`src/rtl/maxnet_pkg.sv`:
```
// Shared definitions for the Maxnet core and its host-side controller.
// Holds the job geometry defaults so the core and the controller are built to the same
// element count and width. Also holds the controller state encoding.
package maxnet_pkg;

  localparam int MAXNET_WIDTH          = 32;
  localparam int MAXNET_NUM_INPUTS     = 4;
  localparam int MAXNET_TIMEOUT_CYCLES = 4096;

  typedef enum logic [2:0] {
    ST_IDLE   = 3'd0,
    ST_LOAD   = 3'd1,
    ST_START  = 3'd2,
    ST_WAIT   = 3'd3,
    ST_RESULT = 3'd4
  } maxnet_state_e;

endpackage

```
`src/rtl/maxnet_timeout_cnt.sv`:
```
// Purpose: loadable up-counter with clear, enable and terminal-count flag (job watchdog).
// Latency: count updates one cycle after clr_i/load_i/en_i; tc_o is a decode of the current count.
// Backpressure: none; it counts whenever en_i is high.
// Ports: clk_i/rst_i (sync, active high), clr_i (priority), load_i/load_val_i, en_i;
//        tc_o is high while the count sits one below LIMIT, so the next increment reaches LIMIT.
module maxnet_timeout_cnt #(
  parameter int LIMIT = 4095,
  parameter int W     = $clog2(LIMIT + 1)
) (
  input  logic         clk_i,
  input  logic         rst_i,
  input  logic         clr_i,
  input  logic         load_i,
  input  logic [W-1:0] load_val_i,
  input  logic         en_i,
  output logic         tc_o
);

  logic [W-1:0] cnt_q, cnt_d;

  always_comb begin
    cnt_d = cnt_q;
    if (clr_i)       cnt_d = '0;
    else if (load_i) cnt_d = load_val_i;
    else if (en_i)   cnt_d = cnt_q + 1'b1;
  end

  always_ff @(posedge clk_i) begin
    if (rst_i) cnt_q <= '0;
    else        cnt_q <= cnt_d;
  end

  assign tc_o = (cnt_q == W'(LIMIT - 1));

endmodule

```
`src/rtl/maxnet_host_ctrl.sv`:
```
// Purpose: loads a job of input elements into the Maxnet core, starts it, returns maxnumber.
// Latency: first element to res_valid is NUM_INPUTS + 2 + core latency cycles at minimum.
// Backpressure: in_ready low outside IDLE/LOAD and during zero-fill; result held until res_ready.
// Ports: in_* upstream element stream; core_* load/start/done/reset interface of the core;
//        res_* downstream result (res_timeout marks an aborted job); busy, job_count status.
module maxnet_host_ctrl
  import maxnet_pkg::*;
#(
  parameter int WIDTH          = MAXNET_WIDTH,
  parameter int NUM_INPUTS     = MAXNET_NUM_INPUTS,
  parameter int TIMEOUT_CYCLES = MAXNET_TIMEOUT_CYCLES,
  localparam int AW            = (NUM_INPUTS > 1) ? $clog2(NUM_INPUTS) : 1
) (
  input  logic             clk,
  input  logic             rst,
  input  logic             in_valid,
  output logic             in_ready,
  input  logic [WIDTH-1:0] in_data,
  input  logic             in_last,
  output logic             core_rst,
  output logic             core_ld_en,
  output logic [AW-1:0]    core_ld_addr,
  output logic [WIDTH-1:0] core_ld_data,
  output logic             core_start,
  input  logic             core_done,
  input  logic [WIDTH-1:0] core_max,
  output logic             res_valid,
  input  logic             res_ready,
  output logic [WIDTH-1:0] res_data,
  output logic             res_timeout,
  output logic             busy,
  output logic [15:0]      job_count
);

  maxnet_state_e    state_q, state_d;
  logic [AW-1:0]    idx_q, idx_d;
  logic             fill_q, fill_d;        // zero-filling the tail after an early in_last
  logic             in_ready_q, in_ready_d;
  logic             start_q, start_d;
  logic             core_rst_q, core_rst_d;
  logic             res_valid_q, res_valid_d;
  logic [WIDTH-1:0] res_data_q, res_data_d;
  logic             res_to_q, res_to_d;
  logic             busy_q, busy_d;
  logic [15:0]      job_q, job_d;
  logic             cnt_clr, cnt_en, cnt_tc;
  logic             hs, last_idx;

  maxnet_timeout_cnt #(.LIMIT(TIMEOUT_CYCLES - 1)) u_timeout (
    .clk_i      (clk),
    .rst_i      (rst),
    .clr_i      (cnt_clr),
    .load_i     (1'b0),
    .load_val_i ('0),
    .en_i       (cnt_en),
    .tc_o       (cnt_tc)
  );

  // in_ready is registered and only high in IDLE/LOAD, so hs can only fire there.
  assign hs       = in_valid & in_ready_q;
  assign last_idx = (idx_q == AW'(NUM_INPUTS - 1));

  // Load strobe follows the handshake in the same cycle; zero-fill writes need no input.
  assign core_ld_en   = hs | fill_q;
  assign core_ld_addr = idx_q;
  assign core_ld_data = hs ? in_data : '0;

  always_comb begin
    state_d     = state_q;
    idx_d       = idx_q;
    fill_d      = fill_q;
    start_d     = start_q;
    core_rst_d  = 1'b0;
    res_valid_d = res_valid_q;
    res_data_d  = res_data_q;
    res_to_d    = res_to_q;
    job_d       = job_q;
    cnt_clr     = 1'b0;
    cnt_en      = 1'b0;

    case (state_q)
      ST_IDLE, ST_LOAD: begin
        if (fill_q || hs) begin
          if (last_idx) begin
            state_d = ST_START;
            idx_d   = '0;
            fill_d  = 1'b0;
            start_d = 1'b1;
          end else begin
            state_d = ST_LOAD;
            idx_d   = idx_q + 1'b1;
            if (hs && in_last) fill_d = 1'b1;
          end
        end
      end
      ST_START: begin
        cnt_clr = 1'b1;
        state_d = ST_WAIT;
      end
      ST_WAIT: begin
        cnt_en = 1'b1;
        // done takes priority over a coincident timeout
        if (core_done) begin
          res_data_d  = core_max;
          res_to_d    = 1'b0;
          res_valid_d = 1'b1;
          start_d     = 1'b0;
          state_d     = ST_RESULT;
        end else if (cnt_tc) begin
          res_data_d  = '0;
          res_to_d    = 1'b1;
          res_valid_d = 1'b1;
          start_d     = 1'b0;
          core_rst_d  = 1'b1;
          state_d     = ST_RESULT;
        end
      end
      ST_RESULT: begin
        if (res_ready) begin
          res_valid_d = 1'b0;
          job_d       = job_q + 16'd1;
          state_d     = ST_IDLE;
        end
      end
      default: state_d = ST_IDLE;
    endcase

    in_ready_d = (state_d == ST_IDLE) || ((state_d == ST_LOAD) && !fill_d);
    busy_d     = (state_d != ST_IDLE);
  end

  always_ff @(posedge clk) begin
    if (rst) begin
      state_q     <= ST_IDLE;
      idx_q       <= '0;
      fill_q      <= 1'b0;
      in_ready_q  <= 1'b0;
      start_q     <= 1'b0;
      core_rst_q  <= 1'b0;
      res_valid_q <= 1'b0;
      res_data_q  <= '0;
      res_to_q    <= 1'b0;
      busy_q      <= 1'b0;
      job_q       <= '0;
    end else begin
      state_q     <= state_d;
      idx_q       <= idx_d;
      fill_q      <= fill_d;
      in_ready_q  <= in_ready_d;
      start_q     <= start_d;
      core_rst_q  <= core_rst_d;
      res_valid_q <= res_valid_d;
      res_data_q  <= res_data_d;
      res_to_q    <= res_to_d;
      busy_q      <= busy_d;
      job_q       <= job_d;
    end
  end

  assign in_ready    = in_ready_q;
  assign core_start  = start_q;
  assign core_rst    = core_rst_q;
  assign res_valid   = res_valid_q;
  assign res_data    = res_data_q;
  assign res_timeout = res_to_q;
  assign busy        = busy_q;
  assign job_count   = job_q;

endmodule

```
`config.mk`:
```
export PLATFORM = sky130hd
export DESIGN_NAME = maxnet_host_ctrl
export DESIGN_NICKNAME = d
export VERILOG_FILES = /design/src/rtl/maxnet_pkg.sv /design/src/rtl/maxnet_timeout_cnt.sv /design/src/rtl/maxnet_host_ctrl.sv
export SDC_FILE = /design/constraint.sdc
export NUM_CORES = 1
export LEC_CHECK = 0
export CORE_AREA = 2 2 91 71
export DETAILED_ROUTE_END_ITERATION = 8
export DIE_AREA = 0 0 93 73
export DONT_BUFFER_PORTS = 1
export GPL_TIMING_DRIVEN = 0
export PLACE_DENSITY = 0.77
export SLEW_MARGIN = 25
export SYNTH_ARGS = -nofsm -noshare
export SYNTH_HDL_FRONTEND = slang
export SYNTH_SLANG_ARGS = --single-unit
```
`constraint.sdc`:
```
create_clock -name clk -period 2.3 [get_ports clk]
set_clock_uncertainty 0.15 [all_clocks]
set_input_delay 0 -clock clk [delete_from_list [all_inputs] [get_ports clk]]
set_output_delay 0 -clock clk [all_outputs]
set_load 0.01 [all_outputs]
```
=== After elaboration in Yosys (flattened, before gate mapping) ===
Index checks and enable logic that the tools add are counted.

* Add/subtract/negate cells: 3
* Multiply operators: 0
* Div/mod/pow operators: 0
* $lt $le $gt $ge: 0
* Equal/unequal tests: 11
* Shift-type cells: 0
* Mux-type cells: 27
* Bitwise operators: 3
* Reduce and logical (&&, ||, !) cells: 19

{| class="wikitable"
|+ Operators by type and width
! cell !! count
|-
| 32-bit 2-to-1 mux || 3
|-
| 16-bit by 1-bit adder with 16-bit output (second input constant) || 1
|-
| 1-bit 2-to-1 mux || 15
|-
| 12-bit by 1-bit adder with 12-bit output (second input constant) || 1
|-
| 12-bit equality test (second input constant) || 1
|-
| 3-bit 2-to-1 mux || 4
|-
| 3-bit one-hot mux with 4 select lines || 1
|-
| 3-bit by 1-bit equality test with 1-bit output (second input constant) || 2
|-
| 3-bit by 2-bit equality test with 1-bit output (second input constant) || 2
|-
| 3-bit logical NOT || 2
|-
| 2-bit inequality test (second input constant) || 3
|-
| 2-bit AND reduction || 3
|-
| 2-bit nonzero test || 3
|-
| 2-bit 2-to-1 mux || 2
|-
| 1-bit one-hot mux with 2 select lines || 2
|-
| 4-bit AND reduction || 1
|-
| 2-bit OR reduction || 2
|-
| 3-bit equality test (second input constant) || 1
|-
| 3-bit inequality test (second input constant) || 1
|-
| 3-bit AND reduction || 1
|-
| 3-bit nonzero test || 1
|-
| 3-bit OR reduction || 1
|-
| 2-bit by 1-bit adder with 2-bit output (second input constant) || 1
|-
| 2-bit equality test (second input constant) || 1
|-
| other kinds (6) || 8
|}

* Register bits: 72
* Latch bits: 0
* RAM bits: 0
* ROM bits: 0
* Bits of input ports: 70
* Output and inout port bits: 89
* Logic and storage cells: 75
* Memories: 0

=== Depth between registers and ports, before layout ===
Gate-level depths: netlist of the first run.

* Depth after elaboration: 9
* Mapped depth: 7

=== By module ===
Synthesis of the first run repeated with hierarchy kept, for this count alone.

* Cells, all modules: 371
* Area, all modules: 3,198.1 um2

{| class="wikitable"
|+ Modules (own cells, without submodules)
! module !! instances !! cells each !! area each (um2) !! seq. area each (um2)
|-
| maxnet_host_ctrl || 1 || 290 || 2,534.9 || 1,201.2
|-
| maxnet_timeout_cnt || 1 || 81 || 663.1 || 240.2
|}

=== Least setup slack after synthesis of the first run ===
Ideal clock, no wire load.

* Kind: register to register
* Start: register u_timeout.cnt_q[0]
* End: register res_data_q[17] (netlist: res_data[17])
* Library setup time: 0.070 ns
* Data arrival time: 1.631 ns
* Data required time: 2.080 ns
* Setup slack: 0.449 ns
* Cell stages (with the launch flop): 8
* Buffers on the path: 1
* Clock period less this slack: 1.851 ns
* Cells stage by stage: dfxtp_1 -> inv_1 -> ha_1 -> and2_1 -> a41oi_1 -> clkbuf_1 -> o21ai_0 -> a21oi_1

* Longest elaborated chain between the ends: 3

{| class="wikitable"
|+ RTL lines
! element !! RTL line !! RTL
|-
| start, declared || maxnet_timeout_cnt.sv:19 || <nowiki>logic [W-1:0] cnt_q, cnt_d;</nowiki>
|-
| start signal, assigned || maxnet_timeout_cnt.sv:30 || <nowiki>else cnt_q <= cnt_d;</nowiki>
|-
| 12-bit equality test || maxnet_timeout_cnt.sv:33 || <nowiki>assign tc_o = (cnt_q == W'(LIMIT - 1));</nowiki>
|-
| 2-bit nonzero test (no line) || -- ||
|-
| 2-bit AND reduction (no line) || -- ||
|-
| end signal, assigned || maxnet_host_ctrl.sv:153 || <nowiki>res_data_q <= res_data_d;</nowiki>
|-
| end, declared || maxnet_host_ctrl.sv:42 || <nowiki>logic [WIDTH-1:0] res_data_q, res_data_d;</nowiki>
|}

Every way passes these cells.
A chain may end at the register's enable or synchronous reset.

=== Worst setup path in the final report of the first run ===
* Start: register u_timeout.cnt_q[0]
* End: register res_data_q[15] (netlist: res_data[15])

The elaborated chain is that of the path after synthesis.

==> results by group, run 1 <==
Power
  – Psw: 0.000621 W
  – Design Power: 0.00269 W
  – Leak: 1.46 nW
  – PD cells: 686 nW/µm²
  – Peak supply drop: 0.479 mV
  – Comb pwr share: 6.7%
  – Sw Ratio: 23.1%
  – Power Internal: 0.00207 W
  – Part of the power in registers: 47.1%
  – Clock Power Share: 46.2%

Logic synthesis
  – Synthesized Nets: 463
  – Post-synth top flop: dfxtp_1
  – Sequential-to-total area share from yosys stat: 45.2%
  – Yosys warnings: 0
  – Fraction of registers with async set or reset after synthesis: 0%
  – EDFF count, synth: 0
  – Netlist cell types: 38
  – Post-Syn Area: 3190 µm²
  – Flops & latches, synth: 72
  – Synthesized netlist cell count: 389
  – Syn_area_per_cell: 8.21 µm²

Hold path
  – Worst Hold Path EP: core_ld_data[31]
  – Hold depth: 1
  – Hold path start: in_valid
  – Min-Delay Path Class: input port to output pin

Clocking
  – Clock transition at path regs: 0.08 ns
  – CTS tree: yes
  – Clk Latency, worst-skew pair: 0.35 ns
  – Clock root cell: clkbuf_8
  – H-tree levels: 3
  – TritonCTS Buffers: 9
  – Post-CTS Setup Bufs: 0
  – Clock Sinks: 72
  – Clock buffer depth: 2

Worst setup path
  – Worst Path Required: 2.43 ns
  – Reg2Reg Depth: 7
  – Reg2reg setup slack: 0.13 ns
  – CP startpoint kind: register
  – Nature of the critical path endpoint: register
  – Worst path arrival time: 2.30 ns
  – Critical path class: register to register
  – Worst Path Max Fanout: 10
  – Reg-to-Reg End: res_data[15]
  – RR Startpoint: u_timeout.cnt_q[0]

Global route
  – Grt ovf: 0
  – Initial antenna violation count: 1
  – Gr usage total: 23.7%
  – Vias in the first global route: 2630
  – Global-route wire length before repair: 12.6 mm
  – Largest net degree at the start of global routing: 15

Status
  – Status: finished, final reports clean

Finish
  – Fill count: 468
  – Nets: 511
  – Final Non-Filler Cells: 524
  – Layout cells sized above 1: 6.33%
  – Area occupied by multi-input gates: 1590 µm²
  – Layout area overhead: 23.0%
  – Reg area: 1440 µm²

STA
  – Hold_ws: 0.0314 ns
  – Fin crit period: 2.17 ns
  – Post-route setup TNS: 0 ns
  – Hold Vio Cnt, Final: 0
  – Worst relative slew slack: 58.5%
  – RSZ-0062 raised after global routing: no
  – Slew @ Worst Pin: 0.618 ns
  – Final Setup Violations: 0
  – Slew Viols, Final: 0
  – FMAX: 460 MHz
  – Final Cycle Share: 94.5%

Floorplan
  – # IOs: 159
  – Num rows: 25
  – Initial Util: 53.1%
  – Die W: 93 µm
  – Core ar.: 6010 µm²
  – Die height: 73 µm
  – Die area: 6790 µm²

Drt
  – Routed Antenna Nets: 0
  – Drt total wl: 8.35 mm
  – Via count: 2929
  – Initial DRC count: 133
  – Pre-antenna DRT Iters: 4
  – Vias/cell: 5.59
  – WL per Instance: 15.9 µm
  – Residual DRC count: 0

Placed design
  – Dpl hpwl: 5.81 mm
  – Placer Congestion: 0.814
  – PortBufs: 0
  – Placed Instances: 470

Job
  – Max-Cap Viols: 0
[state kept, by name, summed over array words and instances (netlist names)]
signal / cells
res_data: 32
job_count: 16
u_timeout.cnt_q: 12
state_q: 3
core_ld_addr: 2
busy: 1
core_rst: 1
core_start: 1
fill_q: 1
in_ready: 1
res_timeout: 1
res_valid: 1
[worst max-delay path, stage by stage (launching register included)]
cell and delay [ns]:
dfxtp_1 0.39, inv_1 0.07, ha_1 0.20, and2_1 0.18
a41oi_2 0.40, clkbuf_1 0.36, o21ai_0 0.19, a21oi_1 0.17
[metal layers]
layer	GRT usage (%)	wire, µm	up-vias
li1	-	-	1460
met1	28.1	3500	1342
met2	41.0	4130	118
met3	8.88	626	9
met4	5.88	101	0
met5	0	0	-
[cells in the final DEF, fill, tap and decap left out, drive strengths merged, types with 4 or more instances in the layout]
cell | netlist | layout
dfxtp | 72 | 72
nor3 | 7 | 7
or3 | 7 | 7
xor2 | 10 | 10
nand2 | 46 | 46
a21oi | 50 | 50
inv | 7 | 9
dlygate4sd3 | 0 | 37
xnor2 | 7 | 7
buf | 7 | 7
nand3 | 5 | 5
ha | 4 | 4
and3 | 35 | 35
and2 | 4 | 4
o21ai | 39 | 39
clkbuf | 23 | 32
nor2 | 25 | 25
nand4 | 8 | 8
[area by class of cell]
type / count / area share (%)
flip-flops and latches: 72 / 36.7
plain buffers: 30 / 3.70
inverters: 7 / 0.669
clock buffers: 9 / 3.15
repair buffers: 37 / 9.43
multi-input cells: 280 / 40.5
well taps: 81 / 2.58
clock inverters: 7 / 3.25
diodes: 1 / 0.0637
[synth_stat cells (all sizes together) (3+ instances only)]
library cell	count	area (µm²)
nor3	7	35.0
nand4	8	65.1
nand3	5	25.0
nand2b	3	18.8
clkbuf	23	86.3
xnor2	7	61.3
o21ai	39	195
and3	35	219
a21oi	50	250
nand2	46	173
buf	7	56.3
and2	4	25.0
and4	3	26.3
dfxtp	72	1440
nor4	3	18.8
inv	7	26.3
or3	7	43.8
o31ai	3	22.5
nor2	25	93.8
mux2i	3	30.0
ha	4	50.1
or4	3	22.5
xor2	10	87.6
[timing repair]
action / 4_1_cts / 5_1_grt
resized for setup: 1 / 4
hold endpoints to repair: 41 / 0
hold buffers: 37 / 0
pin swaps: 0 / 0
endpoints found under the setup margin: 11 / 10
[metrics by stage]
stage	instance area, µm²	setup slack [ns]	utilization [%]
after floorplan	3190	0.449	-
after global placement	3290	0.0175	54.8
after detailed placement	3290	-0.0555	54.8
after CTS	3920	0.118	65.3
after global routing	3930	0.0189	65.4
final	3930	0.126	65.4
[power groups by stage]
stage                     Sequential, W  Combinational [W]  Clock [W]
final                           0.00127           0.000179    0.00124
after global routing            0.00127           0.000195    0.00131
after CTS                       0.00127           0.000179    0.00126
after detailed placement        0.00130           0.000125          0
after global placement          0.00130           0.000123          0
after floorplan                 0.00129           0.000100          0
[cells by family after synthesis]
logic type / after synthesis / synth area share, %
simple gates: 156 / 25.8
compound gates: 100 / 16.5
flops: 72 / 45.2
buf+inv: 37 / 5.29
xor+xnor: 17 / 4.66
fa+ha+maj: 4 / 1.57
mux: 3 / 0.941
[worst max path at each step]
| stage | slack (ns) | cells after the start | startpoint | endpoint |
|---|---|---|---|---|
| 3_5_place_dp | -0.06 | 7 | u_timeout.cnt_q[0] | res_data[23] |
| 2_1_floorplan | 0.45 | 7 | u_timeout.cnt_q[0] | res_data[17] |
| 4_1_cts | 0.12 | 7 | u_timeout.cnt_q[0] | res_data[23] |
| 6_report | 0.13 | 7 | u_timeout.cnt_q[0] | res_data[15] |
| 3_3_place_gp | 0.02 | 7 | u_timeout.cnt_q[0] | res_data[24] |
| 5_1_grt | 0.02 | 7 | u_timeout.cnt_q[0] | res_data[14] |
Note: power is estimated with default switching activity, not from simulation.
==> inputs of run 2 (changes only) <==
--- a/config.mk
+++ b/config.mk
@@ -5,12 +5,12 @@
 export SDC_FILE = /design/constraint.sdc
 export NUM_CORES = 1
 export LEC_CHECK = 0
-export CORE_AREA = 2 2 91 71
+export CORE_AREA = 2 2 88 69
 export DETAILED_ROUTE_END_ITERATION = 8
-export DIE_AREA = 0 0 93 73
+export DIE_AREA = 0 0 90 71
 export DONT_BUFFER_PORTS = 1
 export GPL_TIMING_DRIVEN = 0
-export PLACE_DENSITY = 0.77
+export PLACE_DENSITY = 0.81
 export SLEW_MARGIN = 25
 export SYNTH_ARGS = -nofsm -noshare
 export SYNTH_HDL_FRONTEND = slang
==> run 2 against run 1 <==
Effect of this change:
- worst setup slack better by 0.013 ns
- core utilization up 4.2 points
- clock power decreased by 19%
- fmax grew 0.60%
- largest power group unchanged
- power down 8.7%
- sequential share of layout area up 0.37 points
- first-iteration DRC count down 14%
==> results by group, run 2 (same netlist as run 1, synthesis figures left out) <==
Status
  – Status: finished, final reports clean

Finish
  – Layout cells sized above 1: 6.31% (-0.029 points)
  – Most common cell after layout, fill and taps aside: dfxtp_1
  – Layout area overhead: 21.8%
  – # diodes: 0 (-1)
  – Final Non-Filler Cells: 522 (-0.38%)
  – Nets: 513 (+0.39%)
  – Commonest non-fill, non-tap cells in the layout: 72 x dfxtp_1, 50 x a21oi_1, 46 x nand2_1
  – Max reg flops: 32 (unchanged)

STA
  – Slew @ Worst Pin: 0.627 ns (+0.00936 ns)
  – Fin crit period: 2.16 ns (-0.0129 ns)
  – Post-route setup TNS: 0 ns (unchanged)
  – Final Cycle Share: 93.9% (-0.56 points)
  – Final Setup Violations: 0 (unchanged)
  – RSZ-0062 raised after global routing: no
  – FMAX: 463 MHz (+0.60%)
  – Slew Viols, Final: 0 (unchanged)
  – Hold Vio Cnt, Final: 0 (unchanged)
  – Worst relative slew slack: 57.9% (-0.63 points)

Drt
  – Routed Antenna Nets: 0 (unchanged)
  – Initial DRC count: 115 (-14%)
  – Drt total wl: 8.47 mm (+1.4%)
  – WL per Instance: 16.2 µm (+1.8%)
  – Pre-antenna DRT Iters: 4 (unchanged)
  – Residual DRC count: 0 (unchanged)
  – Vias/cell: 5.76 (+3.0%)
  – Via count: 3006 (+2.6%)

Power
  – Comb pwr share: 7.6% (+0.9 points)
  – Part of the power in registers: 51.6% (+4.5 points)
  – Leak: 1.45 nW (-1.1%)
  – Psw: 0.000589 W (-5.1%)
  – Clock Power Share: 40.8% (-5.4 points)
  – Sw Ratio: 23.9% (+0.90 points)
  – Power Internal: 0.00187 W (-9.8%)
  – PD cells: 632 nW/µm² (-7.8%)
  – Peak supply drop: 0.622 mV (+30%)

Worst setup path
  – Worst path arrival time: 2.29 ns (about the same)
  – CP startpoint kind: register
  – Max stage delay on crit path: 0.42 ns (+0.02 ns)
  – Crit path cell chain: inv_1, ha_1, and2_1, a41oi_2, clkbuf_2, o21ai_0, a21oi_1
  – Crit-path slowest cell: a41oi_2
  – Critical path class: register to register
  – Worst Path Max Fanout: 10 (unchanged)
  – Worst Path Required: 2.43 ns (about the same)
  – Nature of the critical path endpoint: register
  – Reg2Reg Depth: 7 (unchanged)

Floorplan
  – Initial Util: 57.1% (+4.0 points)
  – Core ar.: 5590 µm² (-7.0%)
  – Die height: 71 µm (-2.7%)
  – Num rows: 24 (-4.0%)
  – # IOs: 159 (unchanged)
  – Die area: 6390 µm² (-5.9%)
  – Die W: 90 µm (-3.2%)

Global route
  – Vias in the first global route: 2802 (+6.5%)
  – Largest net degree at the start of global routing: 13 (-2)
  – Grt ovf: 0 (unchanged)
  – Global-route wire length before repair: 13.6 mm (+7.8%)
  – Gr usage total: 26.6% (+3.0 points)
  – Initial antenna violation count: 1 (unchanged)

Clocking
  – Clock transition at path regs: 0.08 ns (about the same)
  – Clock buffer depth: 2 (unchanged)
  – TritonCTS Buffers: 9 (unchanged)
  – CTS tree: yes
  – Clock Sinks: 72 (unchanged)
  – Clk Latency, worst-skew pair: 0.35 ns (about the same)
  – Clock root cell: clkbuf_8
  – H-tree levels: 3 (unchanged)

Hold path
  – Min-Delay Path Class: input port to output pin
  – Hold depth: 1 (unchanged)

Placed design
  – PortBufs: 0 (unchanged)
  – Placed Instances: 467 (-0.64%)
  – Dpl hpwl: 5.69 mm (-2.1%)
  – Placer Congestion: 0.869 (+6.8%)

Job
  – Max-Cap Viols: 0 (unchanged)
run 2: cell count changes in the layout (fill, tap and decap cells not counted):
cell	previous run	this run
bufinv_16	3	1
clkbuf_2	2	3
clkbuf_8	9	10
clkinv_2	0	2
clkinv_4	2	1
clkinvlp_4	0	1
diode_2	1	0
dlygate4sd3_1	37	39
inv_6	1	0
inv_8	1	0
run 2: path summary, 6_finish.rpt:
kind	from	to	slack, ns
worst max-delay path	u_timeout.cnt_q[0]	res_data[19]	0.14
worst min-delay path	in_valid	core_ld_data[31]	0.03
worst max register to register	u_timeout.cnt_q[0]	res_data[19]	0.14
worst min register to register	u_timeout.cnt_q[11]	u_timeout.cnt_q[11]	0.34
run 2: what timing repair did:
item	in CTS	in global routing
resized for setup	1	6
hold buffers	39	0
endpoints found under the hold margin	41	0
setup endpoints to repair	29	26
setup buffers	0	0
run 2: cell type report:
class | count | area (µm²)
inverter | 7 | 26.3
buffer | 30 | 146
fill | 427 | 1700
tap | 78 | 97.6
clock inverter | 5 | 56.3
clock buffer | 11 | 141
timing repair buffer | 39 | 390
multi-input combinational | 280 | 1590
sequential | 72 | 1440
run 2: critical path: cells and delay by family, from the launching register on:
family,cells,cell delay [ns]
AOI/OAI and AO/OA,3,0.76
DFF,1,0.40
buffers and inverters,2,0.40
adders and majority gates,1,0.21
and+or+nand+nor,1,0.18
run 2: power groups by stage:
stage / Combinational, W / Clock [W] / Sequential [W]
global route: 0.000203 / 0.00107 / 0.00127
finish: 0.000188 / 0.00100 / 0.00127
global placement: 0.000123 / 0 / 0.00130
floorplan: 0.000100 / 0 / 0.00129
detailed placement: 0.000126 / 0 / 0.00130
CTS: 0.000183 / 0.00102 / 0.00127
run 2: through the flow:
stage          area [µm²]  hold slack (ns)  util, %  power [W]  setup WS (ns)
2_1_floorplan        3190          -0.0719        -    0.00139          0.449
4_1_cts              3880           0.0211     69.6    0.00247         0.0951
5_1_grt              3890           0.0293     69.6    0.00254         0.0192
3_5_place_dp         3290          -0.0673     58.9    0.00142        -0.0825
3_3_place_gp         3290          -0.0679     58.9    0.00142       -0.00833
6_report             3890           0.0291     69.6    0.00246          0.139
run 2: layer usage:
| layer | vias to the layer above | GRT usage (%) | part of all wire, % |
|---|---|---|---|
| met2 | 122 | 41.4 | 44 |
| met3 | 15 | 11.1 | 9.6 |
| met1 | 1396 | 33.8 | 44 |
| met5 | - | 0 | 0.15 |
| li1 | 1471 | - | - |
| met4 | 2 | 9.23 | 1.7 |
